--- src/rtl/uart_pkg.sv ---
// uart_pkg: shared encodings, FSM states and cfg field offsets for the UART FIFO core
package uart_pkg;
  localparam logic [1:0] NB_8 = 2'b00, NB_7 = 2'b01, NB_6 = 2'b10, NB_5 = 2'b11;
  localparam logic [1:0] PAR_NONE = 2'b00, PAR_EVEN = 2'b01, PAR_ODD = 2'b10;
  typedef enum logic [2:0] {TX_IDLE, TX_START, TX_DATA, TX_PARITY, TX_STOP1, TX_STOP2} tx_state_t;
  typedef enum logic [2:0] {RX_IDLE, RX_START, RX_DATA, RX_PARITY, RX_STOP1, RX_STOP2} rx_state_t;
  function automatic int cfg_nb_lsb(input int baudbits);
    return baudbits;
  endfunction
  function automatic int cfg_stop_bit(input int baudbits);
    return baudbits + 2;
  endfunction
  function automatic int cfg_par_lsb(input int baudbits);
    return baudbits + 3;
  endfunction
endpackage

--- src/rtl/uart_sync_fifo.sv ---
// uart_sync_fifo: show-ahead synchronous FIFO; a push on full is accepted when a pop happens the same cycle
module uart_sync_fifo #(
  parameter int WIDTH      = 8,
  parameter int DEPTH_LOG2 = 4
) (
  input  logic             clk,
  input  logic             resetb,
  input  logic             push,
  input  logic             pop,
  input  logic [WIDTH-1:0] din,
  output logic [WIDTH-1:0] dout,
  output logic             full,
  output logic             empty
);
  logic [WIDTH-1:0] mem [2**DEPTH_LOG2];
  logic [DEPTH_LOG2:0] wp, rp;
  logic do_pop, do_push;
  assign empty = wp == rp;
  assign full = wp == {~rp[DEPTH_LOG2], rp[DEPTH_LOG2-1:0]};
  assign do_pop = pop && !empty;
  assign do_push = push && (!full || do_pop);
  assign dout = empty ? '0 : mem[rp[DEPTH_LOG2-1:0]];
  always_ff @(posedge clk or negedge resetb)
    if (!resetb) begin
      wp <= '0;
      rp <= '0;
    end else begin
      if (do_push) wp <= wp + 1'b1;
      if (do_pop) rp <= rp + 1'b1;
    end
  always_ff @(posedge clk)
    if (do_push) mem[wp[DEPTH_LOG2-1:0]] <= din;
endmodule

--- src/rtl/uart_fifo_core.sv ---
// uart_fifo_core: full-duplex UART with TX/RX FIFOs and runtime data length, stop and parity config
module uart_fifo_core
  import uart_pkg::*;
#(
  parameter int BAUDBITS     = 9,
  parameter int TXDEPTH_LOG2 = 4,
  parameter int RXDEPTH_LOG2 = 4,
  parameter int RST_DIV      = 0
) (
  input  logic        clk,
  input  logic        resetb,
  input  logic [7:0]  wdata,
  input  logic        wrtx,
  input  logic [15:0] cfg,
  input  logic        wrconfig,
  output logic [7:0]  rdata,
  input  logic        rd,
  output logic        dv,
  output logic        fe,
  output logic        pe,
  output logic        ove,
  output logic        thre,
  output logic        tend,
  output logic        txd,
  input  logic        rxd
);
  localparam int NBL = cfg_nb_lsb(BAUDBITS);
  localparam int STB = cfg_stop_bit(BAUDBITS);
  localparam int PRL = cfg_par_lsb(BAUDBITS);
  logic [BAUDBITS-1:0] div_q;
  logic [1:0] nb_q, par_q;
  logic stop_q, unused_cfg;
  assign unused_cfg = ^(cfg >> (BAUDBITS + 5));
  always_ff @(posedge clk or negedge resetb)
    if (!resetb) begin
      div_q <= BAUDBITS'(RST_DIV);
      nb_q <= NB_8;
      stop_q <= 1'b0;
      par_q <= PAR_NONE;
    end else if (wrconfig) begin
      div_q <= cfg[BAUDBITS-1:0];
      nb_q <= cfg[NBL +: 2];
      stop_q <= cfg[STB];
      par_q <= cfg[PRL +: 2];
    end
  logic [7:0] tx_dout;
  logic tx_full, tx_empty, tx_pop;
  uart_sync_fifo #(.WIDTH(8), .DEPTH_LOG2(TXDEPTH_LOG2)) u_txf (
    .clk(clk), .resetb(resetb), .push(wrtx), .pop(tx_pop), .din(wdata),
    .dout(tx_dout), .full(tx_full), .empty(tx_empty)
  );
  tx_state_t tx_st, tx_nx;
  logic [BAUDBITS-1:0] tx_div, tx_cnt;
  logic [1:0] tx_nb, tx_pm;
  logic [2:0] tx_bit, tx_last;
  logic [7:0] tx_sh;
  logic tx_stop, tx_par, tx_tick, tx_done, tx_pen;
  assign tx_tick = tx_cnt == '0;
  assign tx_last = 3'd7 - {1'b0, tx_nb};
  assign tx_pen = tx_pm == PAR_EVEN || tx_pm == PAR_ODD;
  assign tx_done = tx_tick && (tx_st == TX_STOP2 || (tx_st == TX_STOP1 && !tx_stop));
  // the next character is fetched in the last stop clock so frames run back to back
  assign tx_pop = (tx_st == TX_IDLE || tx_done) && !tx_empty;
  always_comb begin
    tx_nx = tx_st;
    case (tx_st)
      TX_IDLE:   tx_nx = TX_IDLE;
      TX_START:  tx_nx = tx_tick ? TX_DATA : TX_START;
      TX_DATA:   tx_nx = (tx_tick && tx_bit == tx_last) ? (tx_pen ? TX_PARITY : TX_STOP1) : TX_DATA;
      TX_PARITY: tx_nx = tx_tick ? TX_STOP1 : TX_PARITY;
      TX_STOP1:  tx_nx = tx_tick ? (tx_stop ? TX_STOP2 : TX_IDLE) : TX_STOP1;
      default:   tx_nx = tx_tick ? TX_IDLE : TX_STOP2;
    endcase
    if (tx_pop) tx_nx = TX_START;
  end
  always_ff @(posedge clk or negedge resetb)
    if (!resetb) begin
      tx_st <= TX_IDLE;
      tx_div <= '0;
      tx_cnt <= '0;
      tx_nb <= NB_8;
      tx_pm <= PAR_NONE;
      tx_stop <= 1'b0;
      tx_bit <= '0;
      tx_sh <= '0;
      tx_par <= 1'b0;
    end else begin
      tx_st <= tx_nx;
      if (tx_pop) begin
        tx_div <= div_q;
        tx_cnt <= div_q;
        tx_nb <= nb_q;
        tx_pm <= par_q;
        tx_stop <= stop_q;
        tx_bit <= '0;
        tx_sh <= tx_dout;
        tx_par <= par_q == PAR_ODD;
      end else if (tx_st != TX_IDLE) begin
        tx_cnt <= tx_tick ? tx_div : tx_cnt - 1'b1;
        if (tx_tick && tx_st == TX_DATA) begin
          tx_sh <= tx_sh >> 1;
          tx_par <= tx_par ^ tx_sh[0];
          tx_bit <= tx_bit + 1'b1;
        end
      end
    end
  assign txd = tx_st == TX_START ? 1'b0 : tx_st == TX_DATA ? tx_sh[0] : tx_st == TX_PARITY ? tx_par : 1'b1;
  assign thre = !tx_full;
  assign tend = tx_st == TX_IDLE && tx_empty;
  logic rx_s1, rx_s2, rx_s3, rx_fall;
  always_ff @(posedge clk or negedge resetb)
    if (!resetb) {rx_s1, rx_s2, rx_s3} <= 3'b111;
    else {rx_s1, rx_s2, rx_s3} <= {rxd, rx_s1, rx_s2};
  // rx_s3 is the sampled line; rx_s2 looks one clock ahead so divider=0 still lands inside the start bit
  assign rx_fall = rx_s3 && !rx_s2;
  rx_state_t rx_st, rx_nx;
  logic [BAUDBITS-1:0] rx_div, rx_cnt;
  logic [1:0] rx_nb, rx_pm;
  logic [2:0] rx_bit, rx_last;
  logic [7:0] rx_sh;
  logic [9:0] rx_dout;
  logic rx_stop, rx_par, rx_pe, rx_fe, rx_tick, rx_done, rx_go, rx_pen, rx_full, rx_empty;
  assign rx_tick = rx_cnt == '0;
  assign rx_last = 3'd7 - {1'b0, rx_nb};
  assign rx_pen = rx_pm == PAR_EVEN || rx_pm == PAR_ODD;
  assign rx_done = rx_tick && (rx_st == RX_STOP2 || (rx_st == RX_STOP1 && !rx_stop));
  assign rx_go = (rx_st == RX_IDLE || rx_done) && rx_fall;
  always_comb begin
    rx_nx = rx_st;
    case (rx_st)
      RX_IDLE:   rx_nx = RX_IDLE;
      RX_START:  rx_nx = rx_tick ? (rx_s3 ? RX_IDLE : RX_DATA) : RX_START;
      RX_DATA:   rx_nx = (rx_tick && rx_bit == rx_last) ? (rx_pen ? RX_PARITY : RX_STOP1) : RX_DATA;
      RX_PARITY: rx_nx = rx_tick ? RX_STOP1 : RX_PARITY;
      RX_STOP1:  rx_nx = rx_tick ? (rx_stop ? RX_STOP2 : RX_IDLE) : RX_STOP1;
      default:   rx_nx = rx_tick ? RX_IDLE : RX_STOP2;
    endcase
    if (rx_go) rx_nx = RX_START;
  end
  always_ff @(posedge clk or negedge resetb)
    if (!resetb) begin
      rx_st <= RX_IDLE;
      rx_div <= '0;
      rx_cnt <= '0;
      rx_nb <= NB_8;
      rx_pm <= PAR_NONE;
      rx_stop <= 1'b0;
      rx_bit <= '0;
      rx_sh <= '0;
      rx_par <= 1'b0;
      rx_pe <= 1'b0;
      rx_fe <= 1'b0;
    end else begin
      rx_st <= rx_nx;
      if (rx_go) begin
        rx_div <= div_q;
        rx_cnt <= div_q >> 1;
        rx_nb <= nb_q;
        rx_pm <= par_q;
        rx_stop <= stop_q;
        rx_bit <= '0;
        rx_sh <= '0;
        rx_par <= par_q == PAR_ODD;
        rx_pe <= 1'b0;
        rx_fe <= 1'b0;
      end else if (rx_st != RX_IDLE) begin
        rx_cnt <= rx_tick ? rx_div : rx_cnt - 1'b1;
        if (rx_tick && rx_st == RX_DATA) begin
          rx_sh <= {rx_s3, rx_sh[7:1]};
          rx_par <= rx_par ^ rx_s3;
          rx_bit <= rx_bit + 1'b1;
        end
        if (rx_tick && rx_st == RX_PARITY) rx_pe <= rx_par ^ rx_s3;
        if (rx_tick && rx_st == RX_STOP1) rx_fe <= !rx_s3;
      end
    end
  uart_sync_fifo #(.WIDTH(10), .DEPTH_LOG2(RXDEPTH_LOG2)) u_rxf (
    .clk(clk), .resetb(resetb), .push(rx_done), .pop(rd),
    .din({rx_fe || !rx_s3, rx_pe, rx_sh >> rx_nb}),
    .dout(rx_dout), .full(rx_full), .empty(rx_empty)
  );
  always_ff @(posedge clk or negedge resetb)
    if (!resetb) ove <= 1'b0;
    else ove <= (rx_done && rx_full && !rd) || (ove && !rd);
  assign rdata = rx_dout[7:0];
  assign pe = rx_dout[8];
  assign fe = rx_dout[9];
  assign dv = !rx_empty;
endmodule
--- config.mk ---
export PLATFORM = sky130hd
export DESIGN_NAME = uart_fifo_core
export DESIGN_NICKNAME = d
export VERILOG_FILES = /design/src/rtl/uart_pkg.sv /design/src/rtl/uart_sync_fifo.sv /design/src/rtl/uart_fifo_core.sv
export SDC_FILE = /design/constraint.sdc
export NUM_CORES = 1
export LEC_CHECK = 0
export BUFFER_PORTS_ARGS = -buffer_cell sky130_fd_sc_hd__buf_2
export CAP_MARGIN = 20
export CORE_MARGIN = 2
export CORE_UTILIZATION = 45
export DETAILED_ROUTE_END_ITERATION = 8
export PLACE_DENSITY_LB_ADDON = 0.12
export SETUP_SLACK_MARGIN = 0.02
export SYNTH_ARGS = -nofsm -noshare
export SYNTH_HDL_FRONTEND = slang
export SYNTH_SLANG_ARGS = --single-unit
--- constraint.sdc ---
create_clock -name clk -period 4.7 [get_ports clk]
set_clock_uncertainty 0.15 [all_clocks]
set_input_delay 1.175 -clock clk [delete_from_list [all_inputs] [get_ports clk]]
set_output_delay 1.175 -clock clk [all_outputs]
set_load 0.05 [all_outputs]
### Word-level counts from Yosys, hierarchy flattened

Memory sizes are Yosys's and may differ from the RTL's.
Cells that the tools add are included.

| operators by class | value |
|---|---|
| add/sub/neg operators | 10 |
| eq/ne operators | 21 |
| shifts and indexed selects | 1 |
| reductions and logical operators | 56 |
| bitwise gates (word level) | 4 |
| multiplexer cells | 58 |

Operators with widths:

| operator | count |
|---|---|
| two-way mux 3 bit | 20 |
| two-way mux 8 bit | 7 |
| two-way mux 9 bit | 6 |
| one-hot mux 3 bit (5 select lines) | 2 |
| logical AND 1 bit | 21 |
| adder 5 x 1 -> 5 bit, second input constant | 4 |
| equality test 5 bit | 4 |
| two-way mux 1 bit | 19 |
| logical NOT 9 bit | 2 |
| subtractor 9 x 1 -> 9 bit, second input constant | 2 |
| equality test 3 x 2 -> 1 bit, second input constant | 4 |
| equality test 3 bit, second input constant | 4 |
| nonzero test 2 bit | 6 |
| logical OR 1 bit | 10 |
| two-way mux 10 bit | 1 |
| logical NOT 1 bit | 9 |
| AND reduction 2 bit | 4 |
| >> shifter 8 x 2 -> 8 bit | 1 |
| adder 3 x 1 -> 3 bit, second input constant | 2 |
| equality test 2 bit, second input constant | 3 |
| equality test 3 x 1 -> 1 bit, second input constant | 2 |
| equality test 3 bit | 2 |
| logical NOT 3 bit | 2 |
| two-way mux 2 bit | 3 |
| 5 further kinds | 10 |

| word-level totals | value |
|---|---|
| memories | 2 |
| register bits after elaboration | 116 |
| bits in writable memories | 288 |

Memory list:

| memory | depth | bits a word | read ports | clocked after Yosys merged registers in | write ports | line | text |
|---|---|---|---|---|---|---|---|
| u_rxf.mem | 16 | 10 | 1 | 0 | 1 | uart_sync_fifo.sv:15 | `logic [WIDTH-1:0] mem [2**DEPTH_LOG2];` |
| u_txf.mem | 16 | 8 | 1 | 0 | 1 | uart_sync_fifo.sv:15 |  |

### Logic depth before layout (Yosys ltp)

Gate-level depths: netlist of the first run.

| logic depth | value |
|---|---|
| word-level depth | 11 |
| mapped depth | 9 |
| depth with buffers taken out | 7 |

### Cells and area by module

From an unflattened synthesis of the first run, not the netlist that was laid out.

| unflattened totals | value |
|---|---|
| cells, all modules | 1097 |
| area total of the unflattened synthesis | 17299.1 sq um |

Modules (own cells, without submodules):

| module | area each (sq um) | sequential area each (sq um) | cells an instance | times used |
|---|---|---|---|---|
| uart_sync_fifo (u_rxf) | 6864.1 | 5054.8 | 319 | 1 |
| uart_sync_fifo (u_txf) | 5605.4 | 4093.9 | 271 | 1 |
| uart_fifo_core | 4829.6 | 2406.1 | 507 | 1 |

### Worst setup path after synthesis of the first run

No wires, ideal clock.

| timing | value |
|---|---|
| path kind | register to output |
| start | register u_rxf.rp[0] |
| end | output fe |
| data required time | 3375 ps |
| slack | 878 ps |
| data arrival time | 2497 ps |
| stages on the path, launching flop included | 6 |
| cell sequence | dfrtp_1 -> clkbuf_1 -> buf_1 -> mux4_2 -> mux4_2 -> and2_1 |

| on the way | value |
|---|---|
| word-level cells in the longest chain between the ends | 2 |

Ends and longest elaborated chain:

| element | line | text |
|---|---|---|
| start, declared | uart_sync_fifo.sv:16 | `logic [DEPTH_LOG2:0] wp, rp;` |
| start signal, assigned | uart_sync_fifo.sv:29 | `if (do_pop) rp <= rp + 1'b1;` |
| memory (16 x 10 bit) / equality test 5 bit (equally long branches) | - |  |
| two-way mux 10 bit (*) | uart_sync_fifo.sv:22 | `assign dout = empty ? '0 : mem[rp[DEPTH_LOG2-1:0]];` |
| end, declared | uart_fifo_core.sv:19 | `output logic fe,` |

Every way passes the cells marked *; elsewhere a longest branch is shown, timed or not.

### Worst setup path in the final report of the first run

| timing | value |
|---|---|
| start | register u_txf.wp[3] |
| end | output tend |

| on the way | value |
|---|---|
| word-level cells in the longest chain between the ends | 2 |

Ends and longest elaborated chain:

| element | line | text |
|---|---|---|
| start, declared | uart_sync_fifo.sv:16 |  |
| start signal, assigned | uart_sync_fifo.sv:28 | `if (do_push) wp <= wp + 1'b1;` |
| equality test 5 bit | uart_sync_fifo.sv:18 | `assign empty = wp == rp;` |
| logical AND 1 bit | uart_fifo_core.sv:109 | `assign tend = tx_st == TX_IDLE && tx_empty;` |
| end, declared | uart_fifo_core.sv:23 | `output logic tend,` |

No other way between the ends.

==> insert_results.sql, run 1 <==
INSERT INTO impl_metrics (metric_group, metric, value, unit) VALUES
('yosys', 'post_synth_fa_ha_maj_area_fraction', '1.04', '%'),
('yosys', 'synth-async-reset-ratio', '28.7', '%'),
('detailed_routing', 'antenna_violating_nets_post_route', '0', ''),
('detailed_routing', 'drt_drc_violations_left', '0', ''),
('floorplan', 'io_pins', '45', ''),
('yosys', 'syn-num-nets', '1102', ''),
('placed_design', 'dpl.hpwl', '21.4', 'mm'),
('clock_tree', 'cts.root.buffer_cell', 'sky130_fd_sc_hd__clkbuf_16', ''),
('global_routing', 'top_usage_layer', 'met2', ''),
('critical_path', 'setup.worst_path.start_class', 'flop', ''),
('critical_path', 'path_class', 'reg -> out', ''),
('global_routing', 'grt_util_all_layers', '18.8', '%'),
('sta', 'worstMarginPinSlew', '1.00', 'ns'),
('placed_design', 'io_buffers', '42', ''),
('power_and_ir_drop', 'ir_worst_vdd', '0.320', 'mV'),
('power_and_ir_drop', 'static-leakage-power', '7.20', 'nW'),
('clock_tree', 'resized_after_cts', '0', ''),
('yosys', 'synth_area_leader_cell', 'sky130_fd_sc_hd__edfxtp_1', ''),
('floorplan', 'fp.coreArea', '36800', 'um2'),
('placed_design', 'dp_cells', '1547', ''),
('clock_tree', 'clockBufferDepth', '3', ''),
('clock_tree', 'cts.reportedPaths.clkPinSlew', '0.06', 'ns'),
('sta', 'count_of_final_max_slew_check_failures', '0', ''),
('detailed_routing', 'firstDrtPassIters', '5', ''),
('yosys', 'synth_compound_area_share', '4.49', '%'),
('final_layout', 'post_layout_nonfiller_instances', '1627', ''),
('clock_tree', 'post-cts-setup-buffers', '0', ''),
('critical_path', 'cp_slowest_stage_delay', '0.64', 'ns'),
('clock_tree', 'tritoncts', 'done', ''),
('critical_path', 'cp_num_buf_inv', '2', ''),
('global_routing', 'gr-total-overflow', '0', ''),
('final_layout', 'nNetsFinal', '1169', ''),
('hold_path', 'hp-start', 'rx_s1$_DFF_PN1_', ''),
('sta', 'setup-violations-final', '0', ''),
('power_and_ir_drop', 'power_density', '566', 'nW/um2'),
('yosys', 'number_of_flops_mapped_to_enable_cells_by_yosys', '288', ''),
('critical_path', 'endpoint_kind', 'primary output', ''),
('critical_path', 'r2r_end', 'u_rxf.mem[1][2]$_DFFE_PP_', ''),
('sta', 'setup_repair_after_global_routing_missed_its_margin', 'false', ''),
('sta', 'fmax', '229', 'MHz'),
('yosys', 'synth_mux_area_share', '13.8', '%'),
('floorplan', 'die-area', '39100', 'um2'),
('final_layout', 'proportion_of_layout_cells_with_a_drive_suffix_above_1', '23.4', '%'),
('floorplan', 'vert_die_dim', '198', 'um'),
('clock_tree', 'clk_latency', '0.57', 'ns'),
('yosys', 'netlist_instances', '1058', ''),
('clock_tree', 'clock-sinks', '404', ''),
('detailed_routing', 'num_vias', '9090', ''),
('critical_path', 'worst_path_max_delay_cell', 'sky130_fd_sc_hd__nor4_2', ''),
('global_routing', 'grt_max_degree', '68', ''),
('global_routing', 'met3_usage', '3.39', '%'),
('sta', 'crit_share_post_route', '92.9', '%'),
('global_routing', 'antenna_violations_before_repair', '0', ''),
('clock_tree', 'cts_made_buffers', '43', ''),
('yosys', 'syn_std_cell_area', '16900', 'um2'),
('detailed_routing', 'drt-wirelength-per-cell', '21.5', 'um'),
('critical_path', 'worst-endpoint-arrival', '3.04', 'ns'),
('yosys', 'post_synth_xor_area_fraction', '2.28', '%'),
('sta', 'slew_headroom', '33.2', '%'),
('sta', 'totalNegativeSetupSlack', '0', 'ns'),
('yosys', 'yosysTopAreaCellShare', '51.2', '%'),
('global_routing', 'first_pass_grt_wire_length', '55.1', 'mm'),
('critical_path', 'r2r_setup_slack', '0.77', 'ns'),
('sta', 'final_hold_viol_count', '0', ''),
('final_layout', 'finish.utilization', '52.3', '%'),
('critical_path', 'path_max_fanout', '10', ''),
('final_layout', 'area_delta_synth_final', '13.7', '%'),
('floorplan', 'std_cell_rows', '70', ''),
('outcome', 'outcome', 'finished clean', ''),
('detailed_routing', 'via_density_per_instance', '5.59', ''),
('yosys', 'synth.avg_cell_area', '16.0', 'um2');
[cells by family after synthesis]
logic type | Yosys count
fa+ha+maj | 14
simple gates | 293
mux | 123
buf+inv | 79
flops | 404
xor+xnor | 44
compound gates | 101
[cell usage after synthesis, types with 18 or more instances]
master	number
sky130_fd_sc_hd__edfxtp_1	288
sky130_fd_sc_hd__and2_1	18
sky130_fd_sc_hd__clkbuf_1	39
sky130_fd_sc_hd__xor2_1	24
sky130_fd_sc_hd__mux2i_1	20
sky130_fd_sc_hd__nor2_1	53
sky130_fd_sc_hd__xnor2_1	20
sky130_fd_sc_hd__inv_1	20
sky130_fd_sc_hd__dfrtp_1	113
sky130_fd_sc_hd__mux4_2	86
sky130_fd_sc_hd__o21ai_0	19
sky130_fd_sc_hd__nand2_1	126
[cells in the final DEF, fill, tap and decap left out, drive strengths merged, types with 3 or more instances in the layout]
master     n
nand2    126
edfxtp   288
nand4      8
xnor2     20
mux2      17
nor2      53
or3        3
nor2b     14
buf       80
nor3b      3
inv       21
a21oi     11
nand3b     3
clkbuf    62
dfrtp    113
nand3     17
and3       4
a211o      4
xor2      24
mux2i     20
a221o      9
o2111ai    7
a22oi      3
a31oi      7
nand2b     7
a211oi    17
clkinv    14
o22ai      3
ha        14
and2      18
o31ai      3
dfstp      3
nor4       7
or4        5
nor3      17
mux4      86
o21ai     19
[worst register-to-register path: stages (launching register included)]
cell and delay [ns]:
sky130_fd_sc_hd__dfrtp_1 0.41, sky130_fd_sc_hd__inv_1 0.10, sky130_fd_sc_hd__ha_1 0.20, sky130_fd_sc_hd__or4b_4 0.52, sky130_fd_sc_hd__or4_4 0.48, sky130_fd_sc_hd__a2111oi_4 0.72
sky130_fd_sc_hd__nor3b_2 0.35, sky130_fd_sc_hd__and2_1 0.45, sky130_fd_sc_hd__buf_4 0.27
[metal layers]
layer | vias to the layer above | routed length (um)
li1 | 4197 | -
met1 | 4662 | 16400
met2 | 182 | 16400
met3 | 49 | 1480
met4 | 0 | 724
met5 | - | 0
[sequential cells by signal (all words and copies together) (netlist names), 8 cells and up]
name,cells
div_q,9
rx_cnt,9
rx_div,9
rx_sh,8
tx_cnt,9
tx_div,9
tx_sh,8
u_rxf.mem,160
u_txf.mem,128
[worst max path at each step]
stage / startpoint / to / slack (ns)
finish: u_txf.wp[3]$_DFFE_PN0P_ / tend / 0.33
global route: u_txf.wp[3]$_DFFE_PN0P_ / tend / 0.12
global placement: rx_cnt[0]$_DFFE_PN0P_ / u_rxf.mem[1][2]$_DFFE_PP_ / 0.80
detailed placement: rx_cnt[0]$_DFFE_PN0P_ / u_rxf.mem[7][2]$_DFFE_PP_ / 0.74
CTS: u_txf.wp[3]$_DFFE_PN0P_ / tend / 0.29
floorplan: u_rxf.rp[0]$_DFFE_PN0P_ / fe / 0.88
[where the power goes]
part           leakage (nW)  internal (mW)  switching, mW  total [mW]
Sequential             4.22           4.28          0.446        4.73
Clock                 0.662           1.86           1.37        3.24
Combinational          2.31           1.29           1.63        2.92
[stage by stage]
stage,instance area (um2),setup slack [ns]
2_1_floorplan,16900,0.878
3_3_place_gp,17800,0.798
3_5_place_dp,17800,0.744
4_1_cts,19200,0.293
5_1_grt,19200,0.121
6_report,19200,0.332
[final cells by class]
type	instances	area (um2)	share of cell area (%)
multi-input cells	575	5090	26.5
flip-flops and latches	404	11600	60.1
clock buffers	62	1220	6.34
inverters	21	78.8	0.410
well taps	468	586	3.05
repair buffers	80	556	2.89
clock inverters	17	131	0.683
Note: power is estimated with default switching activity, not from simulation.
==> run 2, diff against run 1 <==
--- a/config.mk
+++ b/config.mk
@@ -6,9 +6,8 @@
 export NUM_CORES = 1
 export LEC_CHECK = 0
 export BUFFER_PORTS_ARGS = -buffer_cell sky130_fd_sc_hd__buf_2
-export CAP_MARGIN = 20
 export CORE_MARGIN = 2
-export CORE_UTILIZATION = 45
+export CORE_UTILIZATION = 60
 export DETAILED_ROUTE_END_ITERATION = 8
 export PLACE_DENSITY_LB_ADDON = 0.12
 export SETUP_SLACK_MARGIN = 0.02
==> insert_results.sql, run 2 (synthesized netlist as in run 1, its figures left out) <==
INSERT INTO impl_metrics (metric_group, metric, value, unit) VALUES
('floorplan', 'die-area', '29500', 'um2'),
('critical_path', 'cp_num_buf_inv', '3', ''),
('flow_run', 'drv.max_cap_violation_count', '0', ''),
('critical_path', 'startpoint', 'u_rxf.rp[3]$_DFFE_PN0P_', ''),
('critical_path', 'r2r_end', 'u_rxf.mem[3][9]$_DFFE_PP_', ''),
('final_layout', 'finish.utilization', '68.7', '%'),
('global_routing', 'gr-total-overflow', '0', ''),
('clock_tree', 'clk_latency', '0.53', 'ns'),
('floorplan', 'floorplan_die_width', '172', 'um'),
('sta', 'setup_repair_after_global_routing_missed_its_margin', 'false', ''),
('clock_tree', 'cts_made_buffers', '42', ''),
('global_routing', 'grt_util_all_layers', '22.9', '%'),
('power_and_ir_drop', 'p_sw_share', '30.5', '%'),
('hold_path', 'hold_path.class', 'reg -> reg', ''),
('global_routing', 'via_count_of_the_first_global_routing_pass', '9099', ''),
('sta', 'slew_headroom', '25.2', '%'),
('critical_path', 'path_max_fanout', '13', ''),
('floorplan', 'std_cell_rows', '61', ''),
('global_routing', 'first_pass_grt_wire_length', '51.1', 'mm'),
('sta', 'finalCriticalPeriod', '4.20', 'ns'),
('clock_tree', 'clockBufferDepth', '3', ''),
('final_layout', 'largest_register_ff_count', '160', ''),
('critical_path', 'timing.critical_path.required', '3.38', 'ns'),
('power_and_ir_drop', 'power_frac_clock', '31.0', '%'),
('clock_tree', 'tritoncts', 'done', ''),
('sta', 'crit_share_post_route', '89.4', '%'),
('critical_path', 'cp_slowest_stage_delay', '0.67', 'ns'),
('clock_tree', 'clock-sinks', '404', ''),
('final_layout', 'nNetsFinal', '1161', ''),
('detailed_routing', 'num_vias', '9087', ''),
('detailed_routing', 'drt-total-wl', '32.5', 'mm'),
('global_routing', 'antenna_violations_before_repair', '0', ''),
('sta', 'totalNegativeSetupSlack', '0', 'ns'),
('clock_tree', 'ctsHoldBuffers', '0', ''),
('critical_path', 'r2r_setup_slack', '0.87', 'ns'),
('clock_tree', 'resized_after_cts', '0', ''),
('clock_tree', 'post-cts-setup-buffers', '0', ''),
('sta', 'fmax', '238', 'MHz'),
('final_layout', 'area_delta_synth_final', '12.9', '%'),
('final_layout', 'final_common_cell', 'sky130_fd_sc_hd__edfxtp_1', ''),
('sta', 'final_hold_viol_count', '0', ''),
('sta', 'count_of_final_max_slew_check_failures', '0', ''),
('sta', 'final.hold.worst_slack', '0.204', 'ns'),
('placed_design', 'io_buffers', '42', ''),
('critical_path', 'worst_r2r_path_depth', '7', ''),
('critical_path', 'worstPathCellList', 'buf_4, xor2_1, nor4_1, and2_1, inv_1, and2_1, buf_2', ''),
('power_and_ir_drop', 'p_int', '7.64', 'mW'),
('power_and_ir_drop', 'p_comb_share', '26.1', '%'),
('critical_path', 'worst-endpoint-arrival', '2.88', 'ns'),
('sta', 'worstMarginPinSlew', '1.12', 'ns'),
('detailed_routing', 'drt_drc_violations_left', '0', ''),
('power_and_ir_drop', 'power_frac_seq', '42.9', '%'),
('placed_design', 'gpl.final_weighted_congestion', '0.800', ''),
('final_layout', 'insertedDiodeCount', '0', ''),
('power_and_ir_drop', 'static-leakage-power', '7.18', 'nW'),
('placed_design', 'dpl.hpwl', '20.4', 'mm'),
('critical_path', 'worst_path_max_delay_cell', 'sky130_fd_sc_hd__nor4_1', ''),
('critical_path', 'endpoint_kind', 'primary output', ''),
('detailed_routing', 'drt-wirelength-per-cell', '21.3', 'um'),
('detailed_routing', 'via_density_per_instance', '5.95', ''),
('final_layout', 'most-common-layout-cells', 'sky130_fd_sc_hd__edfxtp_1, sky130_fd_sc_hd__nand2_1, sky130_fd_sc_hd__dfrtp_1', ''),
('power_and_ir_drop', 'p_sw', '3.36', 'mW'),
('critical_path', 'cp_common_cell', 'sky130_fd_sc_hd__and2_1', ''),
('critical_path', 'path_class', 'reg -> out', ''),
('clock_tree', 'cts.root.buffer_cell', 'sky130_fd_sc_hd__clkbuf_16', ''),
('floorplan', 'vert_die_dim', '172', 'um'),
('floorplan', 'io_pins', '45', ''),
('clock_tree', 'cts.reportedPaths.clkPinSlew', '0.06', 'ns'),
('global_routing', 'grt_max_degree', '76', ''),
('detailed_routing', 'antenna_violating_nets_post_route', '0', ''),
('critical_path', 'setup.worst_path.start_class', 'flop', ''),
('floorplan', 'fp.coreArea', '27800', 'um2'),
('power_and_ir_drop', 'power_density', '576', 'nW/um2'),
('clock_tree', 'h-tree-depth', '2', ''),
('sta', 'setup-violations-final', '0', ''),
('critical_path', 'worst_path_dominant_cell_family', 'simple AND/OR/NAND/NOR gates', ''),
('detailed_routing', 'initialDrtViolationCount', '648', ''),
('critical_path', 'worst_setup_path_endpoint', 'rdata[0]', ''),
('final_layout', 'proportion_of_layout_cells_with_a_drive_suffix_above_1', '22.7', '%'),
('outcome', 'outcome', 'finished clean', ''),
('critical_path', 'cp_num_cells', '7', ''),
('floorplan', 'initial_cell_density_of_the_core', '60.8', '%'),
('detailed_routing', 'firstDrtPassIters', '4', ''),
('critical_path', 'rr_startpoint', 'rx_cnt[0]$_DFFE_PN0P_', ''),
('hold_path', 'hold_depth', '0', ''),
('power_and_ir_drop', 'ir_worst_vdd', '0.452', 'mV');
[run 2: changes by cell type in the layout (fill, tap and decap cells not counted), sizes merged]
| cell | before | now |
|---|---|---|
| clkbuf | 62 | 56 |
| buf | 80 | 73 |
| bufinv | 1 | 6 |
| clkinv | 14 | 13 |
[run 2: power groups by stage]
stage / sequential (mW) / combinational [mW] / clock (mW)
after CTS: 4.72 / 2.92 / 3.48
after global routing: 4.79 / 3.15 / 3.61
final: 4.71 / 2.87 / 3.41
after floorplan: 4.56 / 2.35 / 0
after global placement: 4.76 / 2.86 / 0
after detailed placement: 4.78 / 2.91 / 0
[run 2: layout make-up]
cell class	instances	area, um2
clock buffers	56	1170
multi-input cells	575	5070
inverters	21	78.8
well taps	378	473
repair buffers	73	470
fillers	1870	8690
flip-flops and latches	404	11600
clock inverters	21	263
[run 2: worst min path at each step]
stage                               start              end  slack [ns]
after floorplan           rx_s1$_DFF_PN1_  rx_s2$_DFF_PN1_        0.20
after detailed placement  rx_s1$_DFF_PN1_  rx_s2$_DFF_PN1_        0.20
after global routing      rx_s1$_DFF_PN1_  rx_s2$_DFF_PN1_        0.22
after global placement    rx_s1$_DFF_PN1_  rx_s2$_DFF_PN1_        0.20
after CTS                 rx_s1$_DFF_PN1_  rx_s2$_DFF_PN1_        0.21
final                     rx_s1$_DFF_PN1_  rx_s2$_DFF_PN1_        0.20
[run 2: layer usage]
metal / vias up / routed length, um / GRT usage, %
met3: 39 / 1570 / 4.12
met4: 0 / 536 / 5.48
met2: 205 / 16300 / 37.8
met1: 4666 / 14100 / 32.2
met5: - / 0 / 0
li1: 4177 / - / -
[run 2: stage by stage]
step	total power, mW	instances	setup slack, ns	instance area (um2)
after floorplan	6.91	1058	0.878	16900
after global routing	11.5	1528	0.324	19100
final	11.0	1528	0.498	19100
after CTS	11.1	1528	0.465	19100
after detailed placement	7.69	1451	0.885	17700
after global placement	7.62	1451	0.984	17700
